[src/rtl/dbg_pkg.sv]
// Debug responder shared definitions: command codes, FSM states,
// response words. Used by both responder and initiator side.
package dbg_pkg;

  localparam logic [7:0] CMD_NONE   = 8'h00;
  localparam logic [7:0] CMD_HALT   = 8'h01;
  localparam logic [7:0] CMD_RESUME = 8'h02;
  localparam logic [7:0] CMD_READ   = 8'h03;
  localparam logic [7:0] CMD_WRITE  = 8'h04;

  typedef enum logic [2:0] {
    IDLE,
    HALT_WAIT,
    RD,
    WR,
    DONE,
    WAIT_CLR
  } state_e;

  localparam logic [31:0] DEAD_BEEF    = 32'hDEAD_BEEF;
  localparam logic [7:0]  HALT_TIMEOUT = 8'd255;
  localparam logic [31:0] TIMEOUT_ERR  = 32'hFFFF_FFFF;

endpackage

[src/rtl/dbg_intf.sv]
// Debug bus between initiator and responder.
// cmd/addr/data_dbg_dut flow in, data_dut_dbg/dut_done flow back.
interface dbg_intf;

  logic [7:0]  cmd;
  logic [31:0] addr;
  logic [31:0] data_dbg_dut;
  logic [31:0] data_dut_dbg;
  logic        dut_done;

  modport dut (
    input  cmd,
    input  addr,
    input  data_dbg_dut,
    output data_dut_dbg,
    output dut_done
  );

  modport host (
    output cmd,
    output addr,
    output data_dbg_dut,
    input  data_dut_dbg,
    input  dut_done
  );

endinterface

[src/rtl/dbg_responder.sv]
// Debug command responder: halt/resume the core, debug RF access.
// Optional halt timeout enabled by defining DBG_HALT_TIMEOUT_EN.
import dbg_pkg::*;

module dbg_responder (
  input  logic        clk,
  input  logic        rstn_i,
  dbg_intf.dut        dbg_bus,
  input  logic        core_idle_i,
  output logic        halt_o,
  output logic [4:0]  rf_raddr_o,
  input  logic [31:0] rf_rdata_i,
  output logic        rf_we_o,
  output logic [4:0]  rf_waddr_o,
  output logic [31:0] rf_wdata_o,
  output logic        halted_o
);

  state_e      state_q, state_d;
  logic        halt_q, halt_d;
  logic        halted_q, halted_d;
  logic        we_q, we_d;
  logic [4:0]  raddr_q, raddr_d;
  logic [4:0]  waddr_q, waddr_d;
  logic [31:0] wdata_q, wdata_d;
  logic [31:0] rdata_q, rdata_d;
`ifdef DBG_HALT_TIMEOUT_EN
  logic [7:0]  cnt_q, cnt_d;
`endif

  logic [7:0] cmd;
  logic [4:0] reg_idx;

  assign cmd     = dbg_bus.cmd;
  assign reg_idx = dbg_bus.addr[4:0];

  always_ff @(posedge clk or negedge rstn_i) begin
    if (!rstn_i) begin
      state_q  <= IDLE;
      halt_q   <= 1'b0;
      halted_q <= 1'b0;
      we_q     <= 1'b0;
      raddr_q  <= '0;
      waddr_q  <= '0;
      wdata_q  <= '0;
      rdata_q  <= '0;
`ifdef DBG_HALT_TIMEOUT_EN
      cnt_q    <= '0;
`endif
    end else begin
      state_q  <= state_d;
      halt_q   <= halt_d;
      halted_q <= halted_d;
      we_q     <= we_d;
      raddr_q  <= raddr_d;
      waddr_q  <= waddr_d;
      wdata_q  <= wdata_d;
      rdata_q  <= rdata_d;
`ifdef DBG_HALT_TIMEOUT_EN
      cnt_q    <= cnt_d;
`endif
    end
  end

  always_comb begin
    state_d  = state_q;
    halt_d   = halt_q;
    halted_d = halted_q;
    we_d     = 1'b0;
    raddr_d  = raddr_q;
    waddr_d  = waddr_q;
    wdata_d  = wdata_q;
    rdata_d  = rdata_q;
`ifdef DBG_HALT_TIMEOUT_EN
    cnt_d    = cnt_q;
`endif
    unique case (state_q)
      IDLE: begin
        unique case (1'b1)
          (cmd == CMD_NONE): ;
          (cmd == CMD_HALT): begin
            halt_d = 1'b1;
            if (halted_q) begin
              state_d = DONE;
            end else begin
              state_d = HALT_WAIT;
`ifdef DBG_HALT_TIMEOUT_EN
              cnt_d   = '0;
`endif
            end
          end
          (cmd == CMD_RESUME): begin
            state_d  = DONE;
            halt_d   = 1'b0;
            halted_d = 1'b0;
          end
          (cmd == CMD_READ): begin
            state_d = RD;
            if (halted_q) raddr_d = reg_idx;
          end
          (cmd == CMD_WRITE): begin
            state_d = WR;
            // x0 is hardwired; a write to it completes silently
            if (halted_q && reg_idx != 5'd0) begin
              we_d    = 1'b1;
              waddr_d = reg_idx;
              wdata_d = dbg_bus.data_dbg_dut;
            end
          end
          default: state_d = DONE;
        endcase
      end
      HALT_WAIT: begin
        if (core_idle_i) begin
          state_d  = DONE;
          halted_d = 1'b1;
        end
`ifdef DBG_HALT_TIMEOUT_EN
        else if (cnt_q == HALT_TIMEOUT - 8'd1) begin
          state_d = DONE;
          rdata_d = TIMEOUT_ERR;
        end else begin
          cnt_d = cnt_q + 8'd1;
        end
`endif
      end
      RD: begin
        state_d = DONE;
        rdata_d = halted_q ? rf_rdata_i : DEAD_BEEF;
      end
      WR:       state_d = DONE;
      DONE:     state_d = WAIT_CLR;
      WAIT_CLR: if (cmd == CMD_NONE) state_d = IDLE;
      default:  state_d = IDLE;
    endcase
  end

  assign dbg_bus.dut_done     = (state_q == DONE);
  assign dbg_bus.data_dut_dbg = rdata_q;
  assign halt_o               = halt_q;
  assign halted_o             = halted_q;
  assign rf_we_o              = we_q;
  assign rf_raddr_o           = raddr_q;
  assign rf_waddr_o           = waddr_q;
  assign rf_wdata_o           = wdata_q;

endmodule

[src/flat_wrapper.sv]
// flat-port wrapper written by rule: the top's interface ports become plain ports
module dbg_responder_flat 
  (clk, rstn_i, core_idle_i, halt_o, rf_raddr_o, rf_rdata_i, rf_we_o, rf_waddr_o, rf_wdata_o, halted_o, dbg_bus_cmd, dbg_bus_addr, dbg_bus_data_dbg_dut, dbg_bus_data_dut_dbg, dbg_bus_dut_done);
  dbg_intf dbg_bus_i ();
  input  logic clk;
  input  logic rstn_i;
  input  logic core_idle_i;
  output logic halt_o;
  output logic [4:0] rf_raddr_o;
  input  logic [31:0] rf_rdata_i;
  output logic rf_we_o;
  output logic [4:0] rf_waddr_o;
  output logic [31:0] rf_wdata_o;
  output logic halted_o;
  input wire logic [$bits(dbg_bus_i.cmd)-1:0] dbg_bus_cmd;
  input wire logic [$bits(dbg_bus_i.addr)-1:0] dbg_bus_addr;
  input wire logic [$bits(dbg_bus_i.data_dbg_dut)-1:0] dbg_bus_data_dbg_dut;
  output wire logic [$bits(dbg_bus_i.data_dut_dbg)-1:0] dbg_bus_data_dut_dbg;
  output wire logic [$bits(dbg_bus_i.dut_done)-1:0] dbg_bus_dut_done;
  assign dbg_bus_i.cmd = dbg_bus_cmd;
  assign dbg_bus_i.addr = dbg_bus_addr;
  assign dbg_bus_i.data_dbg_dut = dbg_bus_data_dbg_dut;
  assign dbg_bus_data_dut_dbg = dbg_bus_i.data_dut_dbg;
  assign dbg_bus_dut_done = dbg_bus_i.dut_done;
  dbg_responder u_core (.clk(clk), .rstn_i(rstn_i), .dbg_bus(dbg_bus_i), .core_idle_i(core_idle_i), .halt_o(halt_o), .rf_raddr_o(rf_raddr_o), .rf_rdata_i(rf_rdata_i), .rf_we_o(rf_we_o), .rf_waddr_o(rf_waddr_o), .rf_wdata_o(rf_wdata_o), .halted_o(halted_o));
endmodule
[config.mk]
export PLATFORM = sky130hd
export DESIGN_NAME = dbg_responder_flat
export DESIGN_NICKNAME = d
export VERILOG_FILES = /design/src/rtl/dbg_pkg.sv /design/src/rtl/dbg_intf.sv /design/src/rtl/dbg_responder.sv /design/src/flat_wrapper.sv
export SDC_FILE = /design/constraint.sdc
export NUM_CORES = 1
export LEC_CHECK = 0
export ABC_AREA = 1
export BUFFER_PORTS_ARGS = -buffer_cell sky130_fd_sc_hd__buf_2
export CORE_UTILIZATION = 40
export DETAILED_ROUTE_END_ITERATION = 8
export PLACE_DENSITY = 0.74
export SLEW_MARGIN = 25
export SYNTH_ARGS = -nofsm -noshare
export SYNTH_HDL_FRONTEND = slang
export SYNTH_SLANG_ARGS = --single-unit
[constraint.sdc]
create_clock -name clk -period 2.91 [get_ports clk]
set_clock_uncertainty 0.1 [all_clocks]
set_input_delay 0.4365 -clock clk [delete_from_list [all_inputs] [get_ports clk]]
set_output_delay 0.4365 -clock clk [all_outputs]
set_load 0.02 [all_outputs]
==> metrics.md <==
| Metric | Value |
|---|---|
| Outcome | `finished, final reports clean` |
| # IOs | `~190` |
| Core ar. | `7848 um2` |
| Synth Instances | `374` |
| Vias in the first global route | `~2,800` |
| Internal power | `roughly 0.0019 W` |
| Nature of the critical path endpoint | `register` |
| Routed Wire Length | `8222 um` |
| R2r endpoint | `u_core.dbg_bus.data_dut_dbg[19]$_DFFE_PN0P_` |
| Post-synthesis instance area | `between 3000 and 4000 um2` |
| Peak fanout along the critical path | `33` |
| Fraction of layout cells with a size suffix above 1 | `around a third` |
| Flop pwr share | `47.1%` |
| First-pass GRT wire length | `13,200 um` |
| Port-buffer cells | `157` |
| Period utilization | `70.49%` |
| Worst hold slack | `0.01756 ns` |
| Crit Path Category | `reg2reg` |
| Largest net degree at the start of global routing | `81` |
| Clock latency on the worst-skew pair | `approximately 0.34 ns` |
| Worst reg-to-reg path cell count | `7` |
| Syn avg cell area | `8.775 um2` |
| Gpl congestion | `0.7512` |
| Net Count, Synth | `481` |
| # fillers | `slightly above 700` |
| Netlist cell types | `20` |
| Initial Utilization | `41.82%` |
| CTS clk-pin slew, worst paths | `0.08 ns` |
| Routed vias | `approximately 3,000` |
| Total power | `0.002648 W` |
| RSZ-0062 raised after global routing | `false` |
| Reg-to-Reg Start | `u_core.state_q[0]$_DFFE_PN0P_` |
| Initial antenna violation count | `0` |
| Final Max Tran Viols | `0` |
| Net Sw Frac | `~28%` |
| Minimum clock period | `a little over 2 ns` |
| Sequential fraction of the synthesis area | `roughly three fifths` |
| Remaining antenna violation count after routing | `0` |
| Final Hold Vio Count | `0` |
| Setup_tns | `0 ns` |
| Area Overhead vs Synth | `32.82%` |
| PwrDens | `~600 nW/um2` |
| Clock Power Share | `36.3%` |
| DR iter-0 viols | `158` |
| HP Class | `in2async` |
| Synth Register Bits | `80` |
| Final HPWL DP | `5693 um` |
| Routed WL per cell | `13.01 um` |
| Clk buf depth | `2` |
| CTS tree | `done` |
| Row count | `32` |
| Worst Path Required | `3.08 ns` |
| Die Ht | `a little over 90 um` |
| Global Route Usage Sum | `19.63%` |
| Grt ovf | `0` |
| Commonest cells after routing, fill and taps aside | `buf_2, nand2_1, dfrtp_1, o21ai_0` |
| Switch Pwr | `0.0007497 W` |
| # hold bufs at CTS | `0` |
| Max Cap Viol | `0` |
| Die X-Extent | `92.58 um` |
| Layout Utilization | `55.55%` |
| CP startpoint kind | `register` |
| Critical Path AT | `2.22 ns` |
| Final nets | `633` |
| Most common cell after layout, fill and taps aside | `buf_2` |
| Syn. warnings | `0` |
| Slew Limit Headroom | `47.64%` |
| Cts bufs inserted | `9` |
| CTS Sinks | `80` |
| # DRC | `0` |
| Setup bufs post-CTS | `0` |
| H-tree depth | `3` |
| # resized after CTS | `0` |
| Fmax achieved | `approximately 500 MHz` |
| Clk root buf | `clkbuf_8` |
| Number of cells after detailed placement | `617` |
| Vias per std cell | `4.745` |
| Total Die Area | `approximately 8600 um2` |
| Worst R2R Setup Slack | `0.86 ns` |
| Worst Tran Pin Value | `0.7845 ns` |
| Post-Layout Cell Count | `between 600 and 700` |
| DRT Pass-1 Iters | `4` |
| Finish-stage setup viols | `0` |
| Combinational Power Share | `between 15 and 20%` |
| Leakage power | `2.247 nW` |
| Ant. Diodes | `0` |
| Max VDD drop | `0.0002472 V` |
power by group through the flow:
stage | Combinational, W | Sequential, W | Clock, W
floorplan | 0.000218 | 0.00130 | 0
global route | 0.000490 | 0.00126 | 0.00103
global placement | 0.000432 | 0.00127 | 0
finish | 0.000441 | 0.00125 | 0.000961
detailed placement | 0.000442 | 0.00127 | 0
CTS | 0.000443 | 0.00125 | 0.000984
critical path: stages, from the launching register on:
cell,delay (ns)
dfrtp_1,0.40
inv_1,0.09
nand2_1,0.05
buf_4,0.22
nor2_2,0.63
buf_4,0.28
o21ai_0,0.11
nand2_1,0.10
synth_stat cells:
cell	instances	area share, %
o21ai_0	62	9.5
nand3_1	13	2.0
dfrtp_1	80	61
inv_1	13	1.5
nand2_1	152	17
nor2_1	11	1.3
nand3_4	1	0.53
clkinv_2	1	0.15
nor2_2	2	0.38
nor4_1	1	0.19
buf_2	7	1.1
a21oi_1	1	0.15
nand2_2	1	0.19
buf_6	3	1.0
nand4_1	1	0.19
inv_2	2	0.23
clkbuf_1	10	1.1
o21ai_1	8	1.2
nor3_1	4	0.61
nor2_4	1	0.34
stage by stage:
step | instance area [um2] | setup slack, ns
after CTS | 4355 | 0.8629
after floorplan | 3282 | 1.427
after detailed placement | 4121 | 0.8772
final | 4359 | 0.8588
after global routing | 4359 | 0.6411
after global placement | 4121 | 0.9266
state kept, by name, indices dropped and copies added (netlist names):
register and cells:
u_core.rf_raddr_o 5, u_core.halted_o 1, u_core.rf_waddr_o 5, u_core.rf_we_o 1
u_core.dbg_bus.data_dut_dbg 32, u_core.state_q 3, u_core.rf_wdata_o 32, u_core.halt_o 1
layout make-up:
| type | count | area (um2) | area share [%] |
|---|---|---|---|
| sequential | 80 | 2002 | 45.92 |
| multi-input combinational | 258 | 1112 | 25.52 |
| timing repair buffer | 161 | 822.0 | 18.86 |
| clock buffer | 10 | 127.6 | 2.928 |
| tap | 102 | 127.6 | 2.928 |
| clock inverter | 5 | 106.4 | 2.440 |
| inverter | 16 | 61.31 | 1.406 |
how the worst max path moves through the flow:
stage | startpoint | to | slack (ns) | cells past startpoint
2_1_floorplan | u_core.halted_o$_DFFE_PN0P_ | u_core.rf_waddr_o[1]$_DFFE_PN0P_ | 1.43 | 7
3_3_place_gp | u_core.state_q[0]$_DFFE_PN0P_ | u_core.dbg_bus.data_dut_dbg[15]$_DFFE_PN0P_ | 0.93 | 7
3_5_place_dp | u_core.state_q[0]$_DFFE_PN0P_ | u_core.dbg_bus.data_dut_dbg[19]$_DFFE_PN0P_ | 0.88 | 7
4_1_cts | u_core.state_q[0]$_DFFE_PN0P_ | u_core.dbg_bus.data_dut_dbg[19]$_DFFE_PN0P_ | 0.86 | 7
5_1_grt | u_core.state_q[0]$_DFFE_PN0P_ | u_core.dbg_bus.data_dut_dbg[16]$_DFFE_PN0P_ | 0.64 | 7
6_report | u_core.state_q[0]$_DFFE_PN0P_ | u_core.dbg_bus.data_dut_dbg[19]$_DFFE_PN0P_ | 0.86 | 7
cell families (layout without fill, tap and decap cells):
group	after synthesis	count (layout)	share of synthesized area [%]
simple gates	187	187	23.07
buf+inv	36	192	5.109
flops	80	80	61.00
compound gates	71	71	10.83
layer usage:
| metal | wire (um) | GRT usage, % | vias up |
|---|---|---|---|
| li1 | - | - | 1494 |
| met1 | 3619 | 25.44 | 1392 |
| met2 | 4066 | 32.22 | 99 |
| met3 | 351 | 3.202 | 14 |
| met4 | 184 | 8.984 | 0 |
| met5 | 0 | 0 | - |
Power figures use the tool's default switching activity.
